[src/rtl/scan_pkg.sv]
// Shared types and constants for the scan select sequencer and its slot finder.
package scan_pkg;

    localparam int NUM_SLOTS = 4;
    localparam int SEL_W     = 2;

    typedef enum logic [1:0] {
        IDLE   = 2'b00,
        ACTIVE = 2'b01,
        GUARD  = 2'b10
    } state_t;

endpackage

[src/rtl/scan_sel_ctrl_slot_next_find.sv]
// Combinational rotate-priority finder: first unmasked slot after cur_idx, checking
// cur_idx+1 .. cur_idx+4 mod NUM_SLOTS so the current slot is considered last.
module slot_next_find
    import scan_pkg::*;
(
    input  logic [SEL_W-1:0]     cur_idx,
    input  logic [NUM_SLOTS-1:0] mask,
    output logic [SEL_W-1:0]     next_idx,
    output logic                 found,
    output logic                 wrap
);

    logic [SEL_W-1:0] cand;

    // NOTE: every combinational output gets a default first so no path leaves it unassigned (no latch).
    always_comb begin
        found    = 1'b0;
        next_idx = cur_idx;
        cand     = cur_idx;
        // Walk farthest-first so the nearest unmasked candidate is the last one written.
        for (int k = NUM_SLOTS; k >= 1; k--) begin
            cand = cur_idx + SEL_W'(k);
            if (!mask[cand]) begin
                found    = 1'b1;
                next_idx = cand;
            end
        end
        wrap = found && (next_idx <= cur_idx);
    end

endmodule

[src/rtl/scan_sel_ctrl.sv]
// Scan sequencer driving a 2-to-4 decoder: steps through unmasked slots with a
// programmable dwell and a one-cycle blanking guard between slots.
module scan_sel_ctrl
    import scan_pkg::*;
#(
    parameter int DWELL_W = 8
) (
    input  logic               clk_in,
    input  logic               rst_n_in,
    input  logic               start_in,
    input  logic               stop_in,
    input  logic               single_in,
    input  logic [DWELL_W-1:0] dwell_in,
    input  logic [3:0]         mask_in,
    output logic [SEL_W-1:0]   sel_out,
    output logic               en_out,
    output logic               busy_out,
    output logic               wrap_out,
    output logic               done_out
);

    state_t             state_q, state_d;
    logic [DWELL_W-1:0] cnt_q, cnt_d;
    logic               single_q, single_d;
    logic [SEL_W-1:0]   sel_d;
    logic               wrap_d, done_d;

    logic [SEL_W-1:0]   find_cur, find_next;
    logic               find_found, find_wrap;

    // In IDLE the finder starts from the top slot so its first candidate is slot 0.
    assign find_cur = (state_q == IDLE) ? SEL_W'(NUM_SLOTS - 1) : sel_out;

    slot_next_find u_find (
        .cur_idx  (find_cur),
        .mask     (mask_in),
        .next_idx (find_next),
        .found    (find_found),
        .wrap     (find_wrap)
    );

    always_comb begin
        state_d  = state_q;
        cnt_d    = cnt_q;
        single_d = single_q;
        sel_d    = sel_out;
        wrap_d   = 1'b0;
        done_d   = 1'b0;

        unique case (state_q)
            IDLE: begin
                if (start_in && !stop_in && find_found) begin
                    state_d  = ACTIVE;
                    sel_d    = find_next;
                    cnt_d    = dwell_in;
                    single_d = single_in;
                end
            end
            ACTIVE: begin
                if (stop_in) begin
                    state_d = IDLE;
                    done_d  = 1'b1;
                end else if (cnt_q == '0) begin
                    state_d = GUARD;
                end else begin
                    cnt_d = cnt_q - DWELL_W'(1);
                end
            end
            GUARD: begin
                if (stop_in || !find_found) begin
                    state_d = IDLE;
                    done_d  = 1'b1;
                end else if (find_wrap && single_q) begin
                    state_d = IDLE;
                    wrap_d  = 1'b1;
                    done_d  = 1'b1;
                end else begin
                    state_d = ACTIVE;
                    wrap_d  = find_wrap;
                    sel_d   = find_next;
                    cnt_d   = dwell_in;
                end
            end
            default: begin
                state_d = IDLE;
            end
        endcase
    end

    // NOTE: sequential state uses non-blocking assignments so all registers update from pre-edge values.
    always_ff @(posedge clk_in or negedge rst_n_in) begin
        if (!rst_n_in) begin
            state_q  <= IDLE;
            cnt_q    <= '0;
            single_q <= 1'b0;
            sel_out  <= '0;
            en_out   <= 1'b0;
            busy_out <= 1'b0;
            wrap_out <= 1'b0;
            done_out <= 1'b0;
        end else begin
            state_q  <= state_d;
            cnt_q    <= cnt_d;
            single_q <= single_d;
            sel_out  <= sel_d;
            en_out   <= (state_d == ACTIVE);
            busy_out <= (state_d != IDLE);
            wrap_out <= wrap_d;
            done_out <= done_d;
        end
    end

endmodule

[config.mk]
export PLATFORM = sky130hd
export DESIGN_NAME = scan_sel_ctrl
export DESIGN_NICKNAME = d
export VERILOG_FILES = /design/src/rtl/scan_pkg.sv /design/src/rtl/scan_sel_ctrl_slot_next_find.sv /design/src/rtl/scan_sel_ctrl.sv
export SDC_FILE = /design/constraint.sdc
export NUM_CORES = 1
export LEC_CHECK = 0
export BUFFER_PORTS_ARGS = -buffer_cell sky130_fd_sc_hd__buf_4
export CAP_MARGIN = 5
export CORE_ASPECT_RATIO = 0.5
export CORE_UTILIZATION = 40
export DETAILED_ROUTE_END_ITERATION = 8
export SLEW_MARGIN = 20
export SYNTH_ARGS = -nofsm -noshare
export SYNTH_HDL_FRONTEND = slang
export SYNTH_SLANG_ARGS = --single-unit
[constraint.sdc]
create_clock -name clk_in -period 2.9 [get_ports clk_in]
set_clock_uncertainty 0.05 [all_clocks]
set_input_delay 0.145 -clock clk_in [delete_from_list [all_inputs] [get_ports clk_in]]
set_output_delay 0.145 -clock clk_in [all_outputs]
set_load 0.01 [all_outputs]
## Word-level counts from Yosys, hierarchy flattened

Cells that the tools add are included.

| storage, ports and cells | value |
|---|---|
| latch bits | 0 |
| input bits | 17 |
| output and inout port bits | 6 |
| memories kept | 0 |
| logic and storage cells | 79 |
| RAM bits | 0 |
| bits in read-only memories | 0 |
| register bits | 17 |

| operators by class | value |
|---|---|
| div/mod/pow operators | 0 |
| mux-type cells | 39 |
| equality and inequality tests | 8 |
| add/sub/neg operators | 4 |
| shifts and indexed selects | 0 |
| order comparisons | 5 |
| reductions and logical operators | 15 |
| bitwise operators | 0 |
| multipliers | 0 |

Operators by type and width:

| cell | number |
|---|---|
| 2-to-1 mux 8 bit | 5 |
| case mux 8 bit (3 select lines) | 1 |
| 2-to-1 mux 2 bit | 10 |
| 2-to-1 mux 1 bit | 16 |
| less-than comparator 2 x 3 -> 1 bit, second input constant | 4 |
| binary-select mux 1 bit (select 2 bit) | 4 |
| logical NOT 8 bit | 1 |
| inequality test 2 bit, second input constant | 4 |
| subtractor 8 x 1 -> 8 bit, second input constant | 1 |
| case mux 2 bit (3 select lines) | 1 |
| AND reduction 6 bit | 1 |
| adder 2 bit, second input constant | 2 |
| == test 2 x 1 -> 1 bit, second input constant | 2 |
| logical AND 1 bit | 4 |
| case mux 2 bit (2 select lines) | 1 |
| AND reduction 4 bit | 1 |
| nonzero test 2 bit | 2 |
| nonzero test 3 bit | 1 |
| adder 2 x 1 -> 2 bit, second input constant | 1 |
| == test 2 bit, second input constant | 1 |
| <= comparator 2 bit | 1 |
| logical NOT 1 bit | 2 |
| logical NOT 2 bit | 1 |
| inequality test 2 x 1 -> 1 bit, second input constant | 1 |
| 3 further kinds | 3 |

## Longest topological paths before layout

Gate-level depths: netlist of run 1.

| depth | value |
|---|---|
| word-level depth | 15 |
| gate-level depth with buffers | 15 |
| gate-level depth less buffers | 13 |

## By module

Synthesis of run 1 repeated with hierarchy kept, for this count alone.

| second synthesis, totals | value |
|---|---|
| cell total of the unflattened synthesis | 128 |
| area total of the unflattened synthesis | 1209.9 um^2 |

By module, submodules not included:

| module | area an instance (um^2) | sequential area each (um^2) | cells an instance | times used |
|---|---|---|---|---|
| scan_sel_ctrl | 1064.8 | 425.4 | 106 | 1 |
| slot_next_find | 145.1 | 0.0 | 22 | 1 |

## Worst setup path before layout of run 1

No wires, ideal clock.

| path | value |
|---|---|
| path type | reg2reg |
| start point | register state_q[0] |
| end point | register cnt_q[7] |
| buffers on the path | 2 |
| clock period less this slack | 3097 ps |
| required time | 2729 ps |
| stages on the path, launching flop included | 16 |
| setup slack | -197 ps |
| setup time | 121 ps |
| arrival time | 2926 ps |
| path through | dfrtp_1 inv_1 ha_1 buf_2 nor3_1 a221oi_1 a21oi_1 a21o_1 a211oi_1 ha_1 a21oi_1 nor3b_1 a31oi_1 and2_4 buf_6 a22o_1 |

| between the ends | value |
|---|---|
| longest elaborated chain between the ends | 13 |
| elaborated cells on any way between the ends | 36 |
| classes of those cells | add/sub: 3; order compare: 1; eq/ne: 7; mux: 17; reduce/logical: 8 |

RTL lines:

| what | RTL line | text |
|---|---|---|
| from (decl) | scan_sel_ctrl.sv:22 | `state_t state_q, state_d;` |
| from (signal assigned) | scan_sel_ctrl.sv:102 | `state_q <= state_d;` |
| logical NOT 2 bit (*) | scan_sel_ctrl.sv:32 | `assign find_cur = (state_q == IDLE) ? SEL_W'(NUM_SLOTS - 1) : sel_out;` |
| 2-to-1 mux 2 bit (*) | scan_sel_ctrl.sv:32 |  |
| adder 2 bit | scan_sel_ctrl_slot_next_find.sv:22 | `cand = cur_idx + SEL_W'(k);` |
| binary-select mux 1 bit (select 2 bit) | scan_sel_ctrl_slot_next_find.sv:23 | `if (!mask[cand]) begin` |
| 2-to-1 mux 1 bit (implied by the code) | scan_sel_ctrl_slot_next_find.sv:23 |  |
| 2-to-1 mux 2 bit (2 in a row) | scan_sel_ctrl_slot_next_find.sv:23 |  |
| 2-to-1 mux 2 bit (*) | scan_sel_ctrl_slot_next_find.sv:23 |  |
| net find_next[1] | scan_sel_ctrl.sv:28 | `logic [SEL_W-1:0] find_cur, find_next;` |
| <= comparator 2 bit (*) | scan_sel_ctrl_slot_next_find.sv:28 | `wrap = found && (next_idx <= cur_idx);` |
| logical AND 1 bit (*) | scan_sel_ctrl_slot_next_find.sv:28 |  |
| logical AND 1 bit (*) | scan_sel_ctrl.sv:73 | `end else if (find_wrap && single_q) begin` |
| inequality test 2 bit (no source line) (*) | -- |  |
| AND reduction 6 bit (no source line) (*) | -- |  |
| to (signal assigned) | scan_sel_ctrl.sv:103 | `cnt_q <= cnt_d;` |
| to (decl) | scan_sel_ctrl.sv:23 | `logic [DWELL_W-1:0] cnt_q, cnt_d;` |

Mark *: on every way through the listed nets, which the timed path passes. The rest lies on a longest branch. The select of a mux whose other input is x is not followed.
A chain may end at the register's enable or synchronous reset.

## Worst setup path after layout of run 1

| path | value |
|---|---|
| start point | register state_q[0] |
| end point | register sel_out[1] |

| between the ends | value |
|---|---|
| longest elaborated chain between the ends | 13 |
| elaborated cells on any way between the ends | 36 |
| classes of those cells | add/sub: 3; order compare: 1; eq/ne: 4; mux: 20; reduce/logical: 8 |

RTL lines:

| what | RTL line | text |
|---|---|---|
| logical NOT 2 bit (*) | scan_sel_ctrl.sv:32 |  |
| 2-to-1 mux 2 bit (*) | scan_sel_ctrl.sv:32 |  |
| adder 2 bit | scan_sel_ctrl_slot_next_find.sv:22 |  |
| binary-select mux 1 bit (select 2 bit) | scan_sel_ctrl_slot_next_find.sv:23 |  |
| 2-to-1 mux 1 bit (implied by the code) | scan_sel_ctrl_slot_next_find.sv:23 |  |
| 2-to-1 mux 2 bit (2 in a row) | scan_sel_ctrl_slot_next_find.sv:23 |  |
| 2-to-1 mux 2 bit (*) | scan_sel_ctrl_slot_next_find.sv:23 |  |
| net find_next[1] | scan_sel_ctrl.sv:28 |  |
| <= comparator 2 bit | scan_sel_ctrl_slot_next_find.sv:28 |  |
| logical AND 1 bit | scan_sel_ctrl_slot_next_find.sv:28 |  |
| logical AND 1 bit | scan_sel_ctrl.sv:73 |  |
| inequality test 2 bit (no source line) | -- |  |
| AND reduction 4 bit (no source line) | -- |  |
| to (signal assigned) | scan_sel_ctrl.sv:105 | `sel_out <= sel_d;` |
| to (decl) | scan_sel_ctrl.sv:15 | `output logic [SEL_W-1:0] sel_out,` |

Marked as above.

==> results of run 1 <==
-- critical path, delay by kind of cell (launching register included) --
| kind | cells | cell delay, ns |
|---|---|---|
| adders and majority gates | 2 | 0.50 |
| muxes | 1 | 0.32 |
| and+or+nand+nor | 2 | 0.10 |
| DFF | 1 | 0.36 |
| buffers and inverters | 5 | 0.54 |
| AOI/OAI and AO/OA | 5 | 0.88 |
-- flip-flops by register name, summed over array words and instances (netlist names) --
register  count
state_q       2
done_out      1
wrap_out      1
busy_out      1
en_out        1
single_q      1
sel_out       2
cnt_q         8
-- worst paths after layout --
check                      startpoint         end
max                        state_q[0]  sel_out[1]
min                         single_in    single_q
max reg2reg                state_q[0]  sel_out[1]
min reg2reg                  single_q    single_q
max in group asynchronous    rst_n_in  sel_out[0]
min in group asynchronous    rst_n_in    cnt_q[2]
-- routing by layer --
layer | vias to the layer above | GRT usage | share of wire
met2 | 27 | 0.374 | 0.47
li1 | 680 | - | -
met5 | - | 0 | 0
met4 | 0 | 0.0517 | 0.0081
met3 | 5 | 0.0543 | 0.042
met1 | 662 | 0.294 | 0.48
-- stage by stage --
step                      area, sq um  utilization  TNS, ns  total power, W
final                            1890        0.621        0         0.00183
after global routing             1890        0.621    -1.12         0.00198
after CTS                        1800        0.592  -0.0286         0.00170
after detailed placement         1650        0.540    -1.08         0.00137
after global placement           1650        0.540   -0.134         0.00136
after floorplan                  1330            -        0         0.00105
-- cells by family after synthesis --
group                    after synthesis
adder cells (fa/ha/maj)                7
XOR/XNOR                               1
flip-flops                            17
AND/OR/NAND/NOR                       50
multiplexers                           5
buffers and inverters                 17
AO/OA/AOI/OAI                         58
-- report_power, final --
group / switching, W / total (W) / internal (W)
Combinational: 0.000570 / 0.00120 / 0.000626
Sequential: 0.000113 / 0.000452 / 0.000339
Clock: 0.0000911 / 0.000187 / 0.0000957
-- synthesized netlist by cell type (3+ instances only) --
cell type                  instances
sky130_fd_sc_hd__nor3_1            5
sky130_fd_sc_hd__ha_1              7
sky130_fd_sc_hd__buf_2             3
sky130_fd_sc_hd__a31oi_1           6
sky130_fd_sc_hd__dfrtp_1          17
sky130_fd_sc_hd__a21oi_1          19
sky130_fd_sc_hd__nand2_1          13
sky130_fd_sc_hd__o22ai_1           3
sky130_fd_sc_hd__mux2_2            3
sky130_fd_sc_hd__and2_1            3
sky130_fd_sc_hd__o21ai_0           9
sky130_fd_sc_hd__nor2_1           11
sky130_fd_sc_hd__nand3_1           3
sky130_fd_sc_hd__or3_1             3
sky130_fd_sc_hd__a21boi_0          3
sky130_fd_sc_hd__inv_1            11
-- layout make-up --
class,instances,area (sq um),share of cell area
inverter,11,43.8,0.0231
clock buffer,3,41.3,0.0218
timing repair buffer,54,423,0.223
multi-input combinational,121,903,0.477
clock inverter,1,5.00,0.00264
sequential,17,427,0.225
tap,40,50.0,0.0264
-- what timing repair did --
| item | CTS | global route |
|---|---|---|
| endpoints found under the setup margin | 11 | 13 |
| setup buffers | 9 | 2 |
| hold endpoints to repair | 17 | 0 |
| pin swaps | 9 | 11 |
| hold buffers | 1 | 0 |
| resized for setup | 10 | 17 |
==> impl_metrics.sql, run 1 <==
INSERT INTO impl_metrics (metric_group, metric, value, unit) VALUES
('cells_and_area', 'nets', '232', ''),
('synthesis', 'synth_warnings', '0', ''),
('place', 'dp_worst_setup_slack', '-0.190', 'ns'),
('routing', 'detail_route.vias_per_cell', '5.56', ''),
('setup_path', 'path_class', 'flop to flop', ''),
('global_routing', 'grt_max_degree', '18', ''),
('timing', 'timing.max_slew.rel_slack', '0.632', ''),
('power', 'cellLeakagePower', '0.853', 'nW'),
('synthesis', 'synthesis.nets', '179', ''),
('place', 'place_inst', '231', ''),
('synthesis', 'synthesis.instances', '155', ''),
('global_routing', 'antenna_found_initial', '0', ''),
('power', 'power_density', '969', 'mW/mm^2'),
('die', 'fp.coreArea', '0.00305', 'sq mm'),
('cells_and_area', 'antenna-diode-count', '0', ''),
('synthesis', 'synthDominantCellAreaShare', '0.328', ''),
('clocking', 'clockRootBuffer', 'sky130_fd_sc_hd__clkbuf_8', ''),
('timing', 'final-setup-viol-count', '0', ''),
('setup_path', 'timing.critical_path.slowest_stage_cell', 'sky130_fd_sc_hd__dfrtp_1', ''),
('cells_and_area', 'layout.cells.most_common', 'sky130_fd_sc_hd__buf_4', ''),
('timing', 'timing.fmax', '348', 'MHz'),
('power', 'worst_ir_drop_vdd', '480', 'uV'),
('routing', 'first_pass_iters', '4', ''),
('hold_path', 'min_delay_path_depth', '2', ''),
('timing', 'final_period_minus_worst_setup_slack', '2.87', 'ns'),
('global_routing', 'via_count_of_the_first_global_routing_pass', '1268', ''),
('clocking', 'cts.reportedPaths.clkPinSlew', '0.07', 'ns'),
('cells_and_area', 'stdcell_count', '247', ''),
('cells_and_area', 'drive_gt1_frac', '0.401', ''),
('synthesis', 'synth_edf_count', '0', ''),
('synthesis', 'parity_gate_share_of_the_synthesized_area_counting_xor_and_xnor_cells', '0.00674', ''),
('setup_path', 'worst_path_max_fanout', '7', ''),
('synthesis', 'synthMuxAreaShare', '0.0414', ''),
('clocking', 'cts_buffer_depth', '2', ''),
('synthesis', 'yosysSeqAreaShare', '0.328', ''),
('die', 'floorplan.die_area', '0.00349', 'sq mm'),
('die', 'floorplan.die.width', '82.6', 'um'),
('synthesis', 'post_synth_and_or_nand_nor_area_fraction', '0.208', ''),
('place', 'hpwlAfterDp', '2580', 'um'),
('synthesis', 'synthAdderAreaFrac', '0.0674', ''),
('die', 'initial_standard_cell_utilization_of_the_core', '0.426', ''),
('setup_path', 'crit_top_cell', 'sky130_fd_sc_hd__buf_6', ''),
('setup_path', 'end_kind', 'flop', ''),
('routing', 'drc_errors', '0', ''),
('synthesis', 'synth_top_family_by_area', 'compound AO/OA/AOI/OAI gates', ''),
('place', 'io_buffers', '22', ''),
('setup_path', 'critical_path.cell_chain', 'inv_2 -> ha_4 -> buf_6 -> a221oi_4 -> a21oi_2 -> a21o_1 -> a211oi_2 -> ha_1 -> buf_6 -> inv_4 -> nor3_2 -> a31oi_1 -> buf_4 -> nand3_2 -> mux2_4', ''),
('routing', 'num_vias', '1374', ''),
('job', 'drv_cap', '0', ''),
('setup_path', 'arrival_time_of_the_worst_setup_path', '2.97', 'ns'),
('timing', 'min_period_over_period', '0.990', ''),
('cells_and_area', 'final_layout_fill_cell_count', '281', ''),
('setup_path', 'worst-endpoint-required', '3.00', 'ns'),
('run_status', 'result_of_the_run', 'finished clean', ''),
('global_routing', 'grt_first_pass_wirelength', '5860', 'um'),
('global_routing', 'groute.usage.overall', '0.224', ''),
('clocking', 'total_cts_buffers', '3', ''),
('global_routing', 'grt_remaining_overflow', '0', ''),
('timing', 'final-max-slew-violation-count', '0', ''),
('timing', 'hold_ws', '0.0653', 'ns'),
('routing', 'final_antenna_net_count', '0', ''),
('die', 'floorplan.die.height', '42.3', 'um'),
('clocking', 'cts_tree', 'done', ''),
('hold_path', 'min-delay-path-class', 'input port to flop', ''),
('synthesis', 'synth_top_flop_cell', 'sky130_fd_sc_hd__dfrtp_1', ''),
('place', 'routabilityCongestion', '0.901', ''),
('routing', 'drt_iter0_drc', '50', ''),
('setup_path', 'worst-r2r-setup-slack', '0.03', 'ns'),
('die', 'placement_rows', '14', ''),
('timing', 'setup_slack', '0.0282', 'ns'),
('synthesis', 'netlist.top_cell.by_area', 'sky130_fd_sc_hd__dfrtp_1', '');
Note: power is estimated with default switching activity, not from simulation.
==> run 2: changes to the inputs <==
==> constraint.sdc (replaced) <==
create_clock -name clk_in -period 3.1 [get_ports clk_in]
set_clock_uncertainty 0.05 [all_clocks]
set_input_delay 0.31 -clock clk_in [delete_from_list [all_inputs] [get_ports clk_in]]
set_output_delay 0.31 -clock clk_in [all_outputs]
set_load 0.01 [all_outputs]
==> impl_metrics.sql, run 2 (synthesis gave the netlist of run 1 again) <==
INSERT INTO impl_metrics (metric_group, metric, value, unit) VALUES
('die', 'floorplan.die.height', '42.3', 'um'),
('clocking', 'cts_buffer_depth', '2', ''),
('cells_and_area', 'regArea', '428', 'sq um'),
('cells_and_area', 'final_layout_fill_cell_count', '281', ''),
('cells_and_area', 'largest_reg_flops', '8', ''),
('die', 'fp.coreArea', '0.00305', 'sq mm'),
('cells_and_area', 'nets', '221', ''),
('routing', 'detail_route.vias_per_cell', '5.68', ''),
('place', 'postPlaceCellArea', '0.00159', 'sq mm'),
('global_routing', 'via_count_of_the_first_global_routing_pass', '1233', ''),
('place', 'routabilityCongestion', '0.898', ''),
('cells_and_area', 'final_design_area_no_fill', '0.00178', 'sq mm'),
('routing', 'drt_wl_total', '3620', 'um'),
('die', 'top_level_ports', '23', ''),
('setup_path', 'end_kind', 'flop', ''),
('routing', 'num_vias', '1341', ''),
('power', 'worst_ir_drop_vdd', '349', 'uV'),
('die', 'placement_rows', '14', ''),
('cells_and_area', 'layout.cells.most_common', 'sky130_fd_sc_hd__buf_4', ''),
('clocking', 'cts-htree-levels', '1', ''),
('global_routing', 'grt_first_pass_wirelength', '5780', 'um'),
('job', 'drv_cap', '0', ''),
('routing', 'first_pass_iters', '4', ''),
('cells_and_area', 'largest_register', 'cnt_q', ''),
('clocking', 'total_cts_buffers', '3', ''),
('power', 'power_density', '876', 'mW/mm^2'),
('clocking', 'cts.reportedPaths.clkPinSlew', '0.08', 'ns'),
('timing', 'timing.final.hold_violations', '0', ''),
('place', 'hpwlAfterDp', '2490', 'um'),
('clocking', 'clockRootBuffer', 'sky130_fd_sc_hd__clkbuf_8', ''),
('setup_path', 'worst-endpoint-required', '3.21', 'ns'),
('cells_and_area', 'drive_gt1_frac', '0.357', ''),
('cells_and_area', 'antenna-diode-count', '0', ''),
('global_routing', 'groute.usage.overall', '0.223', ''),
('cells_and_area', 'area.growth.synth_to_final', '37.0', '%'),
('hold_path', 'min-delay-path-class', 'input port to flop', ''),
('place', 'io_buffers', '22', ''),
('timing', 'tightest_slew', '0.572', 'ns'),
('timing', 'timing.fmax', '329', 'MHz'),
('setup_path', 'critical_path.cell_chain', 'inv_2 -> ha_4 -> buf_4 -> a221oi_4 -> a21oi_2 -> a21o_1 -> a211oi_2 -> ha_1 -> a21oi_2 -> nor3b_4 -> a31oi_2 -> buf_4 -> and2_4 -> a22o_1', ''),
('cells_and_area', 'finish.utilization', '0.584', ''),
('routing', 'final_antenna_net_count', '0', ''),
('timing', 'final_period_minus_worst_setup_slack', '3.04', 'ns'),
('cells_and_area', 'most_used_cells_in_the_layout_excluding_fill_and_tap_cells', 'sky130_fd_sc_hd__buf_4 (42), sky130_fd_sc_hd__dfrtp_1 (15), sky130_fd_sc_hd__a21oi_1 (14), sky130_fd_sc_hd__nand2_1 (13), sky130_fd_sc_hd__nor2_1 (11)', ''),
('power', 'cellLeakagePower', '0.790', 'nW'),
('cells_and_area', 'top_regs', 'cnt_q x8, sel_out x2, state_q x2', ''),
('routing', 'route.detailed.wl_per_inst', '15.3', 'um'),
('setup_path', 'timing.critical_path.slowest_cell_delay', '0.37', 'ns'),
('timing', 'timing.max_slew.rel_slack', '0.619', ''),
('routing', 'drc_errors', '0', ''),
('setup_path', 'crit_family', 'compound AO/OA/AOI/OAI gates', ''),
('setup_path', 'start_kind', 'flop', ''),
('timing', 'final-max-slew-violation-count', '0', ''),
('die', 'floorplan.die_area', '0.00349', 'sq mm'),
('power', 'report.power.total', '0.00156', 'W'),
('setup_path', 'path_class', 'flop to flop', ''),
('run_status', 'result_of_the_run', 'finished clean', ''),
('setup_path', 'cp.buffers_inverters', '3', ''),
('routing', 'drt_iter0_drc', '68', ''),
('setup_path', 'arrival_time_of_the_worst_setup_path', '3.15', 'ns'),
('clocking', 'clock-sinks', '17', ''),
('cells_and_area', 'multiInputGateArea', '888', 'sq um'),
('global_routing', 'grt_max_degree', '18', ''),
('clocking', 'worstSkewPairLatency', '0.27', 'ns'),
('timing', 'min_period_over_period', '0.980', ''),
('timing', 'final-setup-viol-count', '0', ''),
('global_routing', 'grt_remaining_overflow', '0', ''),
('clocking', 'cts_tree', 'done', ''),
('setup_path', 'worst_path_max_fanout', '8', ''),
('die', 'floorplan.die.width', '82.6', 'um'),
('global_routing', 'antenna_found_initial', '0', ''),
('die', 'initial_standard_cell_utilization_of_the_core', '0.426', ''),
('setup_path', 'timing.critical_path.slowest_stage_cell', 'sky130_fd_sc_hd__dfrtp_1', '');
==> run 2: final timing paths <==
kind / from / end / slack [ns] / depth (start not counted)
min reg2reg: single_q / single_q / 0.51 / 1
max reg2reg: state_q[0] / cnt_q[7] / 0.06 / 14
max: state_q[0] / cnt_q[7] / 0.06 / 14
min in group asynchronous: rst_n_in / cnt_q[6] / 0.40 / 2
max in group asynchronous: rst_n_in / sel_out[1] / 2.37 / 2
min: single_in / single_q / 0.25 / 2
==> run 2: what timing repair did <==
item,in CTS,in global routing
resized for setup,2,20
endpoints found under the setup margin,10,11
pin swaps,0,5
hold buffers,1,0
endpoints found under the hold margin,17,0
setup buffers,0,5
==> run 2: layer usage <==
metal / GRT usage / up-vias / share of wire
met4: 0.0793 / 0 / 0.013
met1: 0.327 / 651 / 0.50
met5: 0 / - / 0
met3: 0.0522 / 4 / 0.038
li1: - / 657 / -
met2: 0.316 / 29 / 0.45
==> run 2: metrics by stage <==
step | worst slack [ns] | hold slack [ns] | std cells | setup TNS [ns]
3_3_place_gp | 0.0146 | 0.139 | 226 | 0
2_1_floorplan | 0.00303 | -0.0356 | 155 | 0
5_1_grt | -0.0669 | 0.250 | 236 | -0.359
4_1_cts | 0.0176 | 0.242 | 231 | 0
3_5_place_dp | -0.0803 | 0.144 | 226 | -0.394
6_report | 0.0633 | 0.249 | 236 | 0
==> run 2: report_power, final <==
| group | leakage [nW] | switching, W | total [W] | internal (W) |
|---|---|---|---|---|
| Sequential | 0.203 | 0.000115 | 0.000433 | 0.000318 |
| Combinational | 0.562 | 0.000483 | 0.000947 | 0.000465 |
| Clock | 0.0255 | 0.0000888 | 0.000178 | 0.0000897 |
==> run 2: cell type report <==
class                      count  share of cell area
clock buffer                   3              0.0232
clock inverter                 1             0.00281
inverter                      11              0.0232
multi-input combinational    121               0.499
sequential                    17               0.241
tap                           40              0.0281
timing repair buffer          43               0.183
==> run 3: changes to the inputs <==
- PLACE_DENSITY: default -> 0.71
==> impl_metrics.sql, run 3 (synthesis gave the netlist of run 1 again) <==
INSERT INTO impl_metrics (metric_group, metric, value, unit) VALUES
('clocking', 'cts-htree-levels', '1', ''),
('hold_path', 'min-delay-path-class', 'input port to flop', ''),
('timing', 'final_period_minus_worst_setup_slack', '3.05', 'ns'),
('job', 'drv_cap', '0', ''),
('cells_and_area', 'most_used_cells_in_the_layout_excluding_fill_and_tap_cells', 'sky130_fd_sc_hd__buf_4 (38), sky130_fd_sc_hd__a21oi_1 (17), sky130_fd_sc_hd__dfrtp_1 (17), sky130_fd_sc_hd__nand2_1 (13), sky130_fd_sc_hd__nor2_1 (10)', ''),
('die', 'top_level_ports', '23', ''),
('setup_path', 'arrival_time_of_the_worst_setup_path', '3.15', 'ns'),
('cells_and_area', 'layout.cells.most_common', 'sky130_fd_sc_hd__buf_4', ''),
('timing', 'rsz_0062_raised_after_global_routing', 'true', ''),
('hold_path', 'min_from', 'single_in', ''),
('hold_path', 'min_delay_path_depth', '2', ''),
('die', 'floorplan.die.width', '82.6', 'um'),
('place', 'io_buffers', '22', ''),
('cells_and_area', 'area.growth.synth_to_final', '30.3', '%'),
('routing', 'drc_errors', '0', ''),
('clocking', 'cts_buffer_depth', '2', ''),
('setup_path', 'path_class', 'flop to flop', ''),
('power', 'cellLeakagePower', '0.766', 'nW'),
('cells_and_area', 'largest_register', 'cnt_q', ''),
('routing', 'drt_wl_total', '3490', 'um'),
('setup_path', 'end_kind', 'flop', ''),
('power', 'total_switching_power', '0.000658', 'W'),
('clocking', 'clockRootBuffer', 'sky130_fd_sc_hd__clkbuf_8', ''),
('power', 'power_density', '881', 'mW/mm^2'),
('die', 'initial_standard_cell_utilization_of_the_core', '0.426', ''),
('setup_path', 'worst_path_max_fanout', '8', ''),
('timing', 'final-max-slew-violation-count', '0', ''),
('power', 'portion_of_total_power_attributed_to_combinational_logic', '0.596', ''),
('routing', 'drt_iter0_drc', '93', ''),
('timing', 'min_period_over_period', '0.982', ''),
('global_routing', 'grt_max_degree', '18', ''),
('global_routing', 'grt_remaining_overflow', '0', ''),
('timing', 'final-setup-viol-count', '0', ''),
('clocking', 'worstSkewPairLatency', '0.26', 'ns'),
('cells_and_area', 'drive_gt1_frac', '0.307', ''),
('power', 'switching_share', '0.441', ''),
('timing', 'timing.fmax', '328', 'MHz'),
('die', 'floorplan.die_area', '0.00349', 'sq mm'),
('setup_path', 'worst-r2r-setup-slack', '0.05', 'ns'),
('power', 'internal-power', '0.000833', 'W'),
('power', 'seq_power_share', '0.283', ''),
('setup_path', 'worst-endpoint-required', '3.20', 'ns'),
('routing', 'final_antenna_net_count', '0', ''),
('hold_path', 'holdPathEnd', 'single_q', ''),
('cells_and_area', 'largest_reg_flops', '8', ''),
('cells_and_area', 'antenna-diode-count', '0', ''),
('clocking', 'clock-sinks', '17', ''),
('clocking', 'cts_tree', 'done', ''),
('routing', 'route.detailed.wl_per_inst', '15.0', 'um'),
('setup_path', 'worst-r2r-cell-count', '14', ''),
('routing', 'num_vias', '1341', ''),
('timing', 'timing.final.hold_violations', '0', ''),
('clocking', 'cts.reportedPaths.clkPinSlew', '0.07', 'ns'),
('setup_path', 'critical_path.reg2reg.startpoint', 'state_q[0]', ''),
('routing', 'detail_route.vias_per_cell', '5.78', ''),
('die', 'fp.coreArea', '0.00305', 'sq mm'),
('global_routing', 'via_count_of_the_first_global_routing_pass', '1191', ''),
('cells_and_area', 'top_regs', 'cnt_q x8, sel_out x2, state_q x2', ''),
('timing', 'tightest_slew', '0.512', 'ns'),
('setup_path', 'crit-reg2reg-capture', 'sel_out[1]', ''),
('clocking', 'total_cts_buffers', '3', ''),
('timing', 'timing.max_slew.rel_slack', '0.654', ''),
('routing', 'first_pass_iters', '5', ''),
('run_status', 'result_of_the_run', 'finished clean', ''),
('global_routing', 'grt_first_pass_wirelength', '5580', 'um'),
('place', 'routabilityCongestion', '0.976', ''),
('global_routing', 'antenna_found_initial', '0', ''),
('die', 'floorplan.die.height', '42.3', 'um'),
('power', 'worst_ir_drop_vdd', '403', 'uV'),
('power', 'report.power.total', '0.00149', 'W'),
('cells_and_area', 'nets', '217', ''),
('setup_path', 'start_kind', 'flop', ''),
('die', 'placement_rows', '14', ''),
('place', 'hpwlAfterDp', '2510', 'um'),
('global_routing', 'groute.usage.overall', '0.214', ''),
('timing', 'hold_ws', '0.243', 'ns'),
('power', 'clock_power_share', '0.121', '');
[run 3: worst max path at each step]
stage                          start    endpoint  slack [ns]  cells past startpoint
final                     state_q[0]  sel_out[1]        0.05                     14
after global routing      state_q[1]  sel_out[1]       -0.09                     14
after CTS                 state_q[0]  sel_out[1]        0.02                     14
after detailed placement  state_q[0]  sel_out[1]       -0.10                     14
after global placement    state_q[0]  sel_out[1]        0.02                     14
after floorplan           state_q[0]    cnt_q[7]       0.003                     15
[run 3: layout make-up]
class,count,area [sq um]
tap,40,50.0
timing repair buffer,39,295
sequential,17,425
inverter,11,41.3
multi-input combinational,121,835
fill,292,1360
clock inverter,1,5.00
clock buffer,3,41.3
[run 3: repair_timing]
| item | 4_1_cts | 5_1_grt |
|---|---|---|
| resized for setup | 2 | 11 |
| setup buffers | 0 | 2 |
| pin swaps | 0 | 7 |
| cloned | 0 | 0 |
| endpoints found under the setup margin | 11 | 11 |
| hold endpoints to repair | 17 | 0 |
| hold buffers | 1 | 0 |
[run 3: power groups by stage]
stage	registers, W	logic [W]	clock network [W]
floorplan	0.000401	0.000555	0
global route	0.000433	0.000982	0.000194
CTS	0.000413	0.000816	0.000183
detailed placement	0.000415	0.000803	0
global placement	0.000413	0.000788	0
finish	0.000422	0.000890	0.000180
[run 3: routing by layer]
metal  track usage  wire [um]  part of all wire  up-vias
met4        0.0586         28            0.0080        0
met3        0.0500        200             0.057        4
met1         0.304       1670              0.48      639
met5             0          0                 0        -
met2         0.324       1590              0.45       49
li1              -          -                 -      649
[run 3: per-stage QoR]
| step | worst slack [ns] | TNS [ns] | std cells | cell area (sq um) | util |
|---|---|---|---|---|---|
| after floorplan | 0.00303 | 0 | 155 | 1300 | - |
| after global placement | 0.0200 | 0 | 225 | 1580 | 0.518 |
| after detailed placement | -0.105 | -0.435 | 225 | 1580 | 0.518 |
| after CTS | 0.0202 | 0 | 230 | 1640 | 0.539 |
| after global routing | -0.0875 | -0.287 | 232 | 1690 | 0.555 |
| final | 0.0549 | 0 | 232 | 1690 | 0.555 |
[run 3: worst max-delay path, cell delays in order, from the launching register on]
cell and delay, ns:
sky130_fd_sc_hd__dfrtp_1 0.36, sky130_fd_sc_hd__inv_2 0.06, sky130_fd_sc_hd__ha_4 0.19, sky130_fd_sc_hd__o21a_1 0.22, sky130_fd_sc_hd__a21oi_2 0.18, sky130_fd_sc_hd__o21ai_0 0.10
sky130_fd_sc_hd__a21o_1 0.19, sky130_fd_sc_hd__a211oi_2 0.25, sky130_fd_sc_hd__ha_1 0.30, sky130_fd_sc_hd__a21oi_2 0.19, sky130_fd_sc_hd__nor3b_2 0.20, sky130_fd_sc_hd__a31oi_1 0.06
sky130_fd_sc_hd__buf_4 0.18, sky130_fd_sc_hd__nand3_1 0.07, sky130_fd_sc_hd__mux2_2 0.33
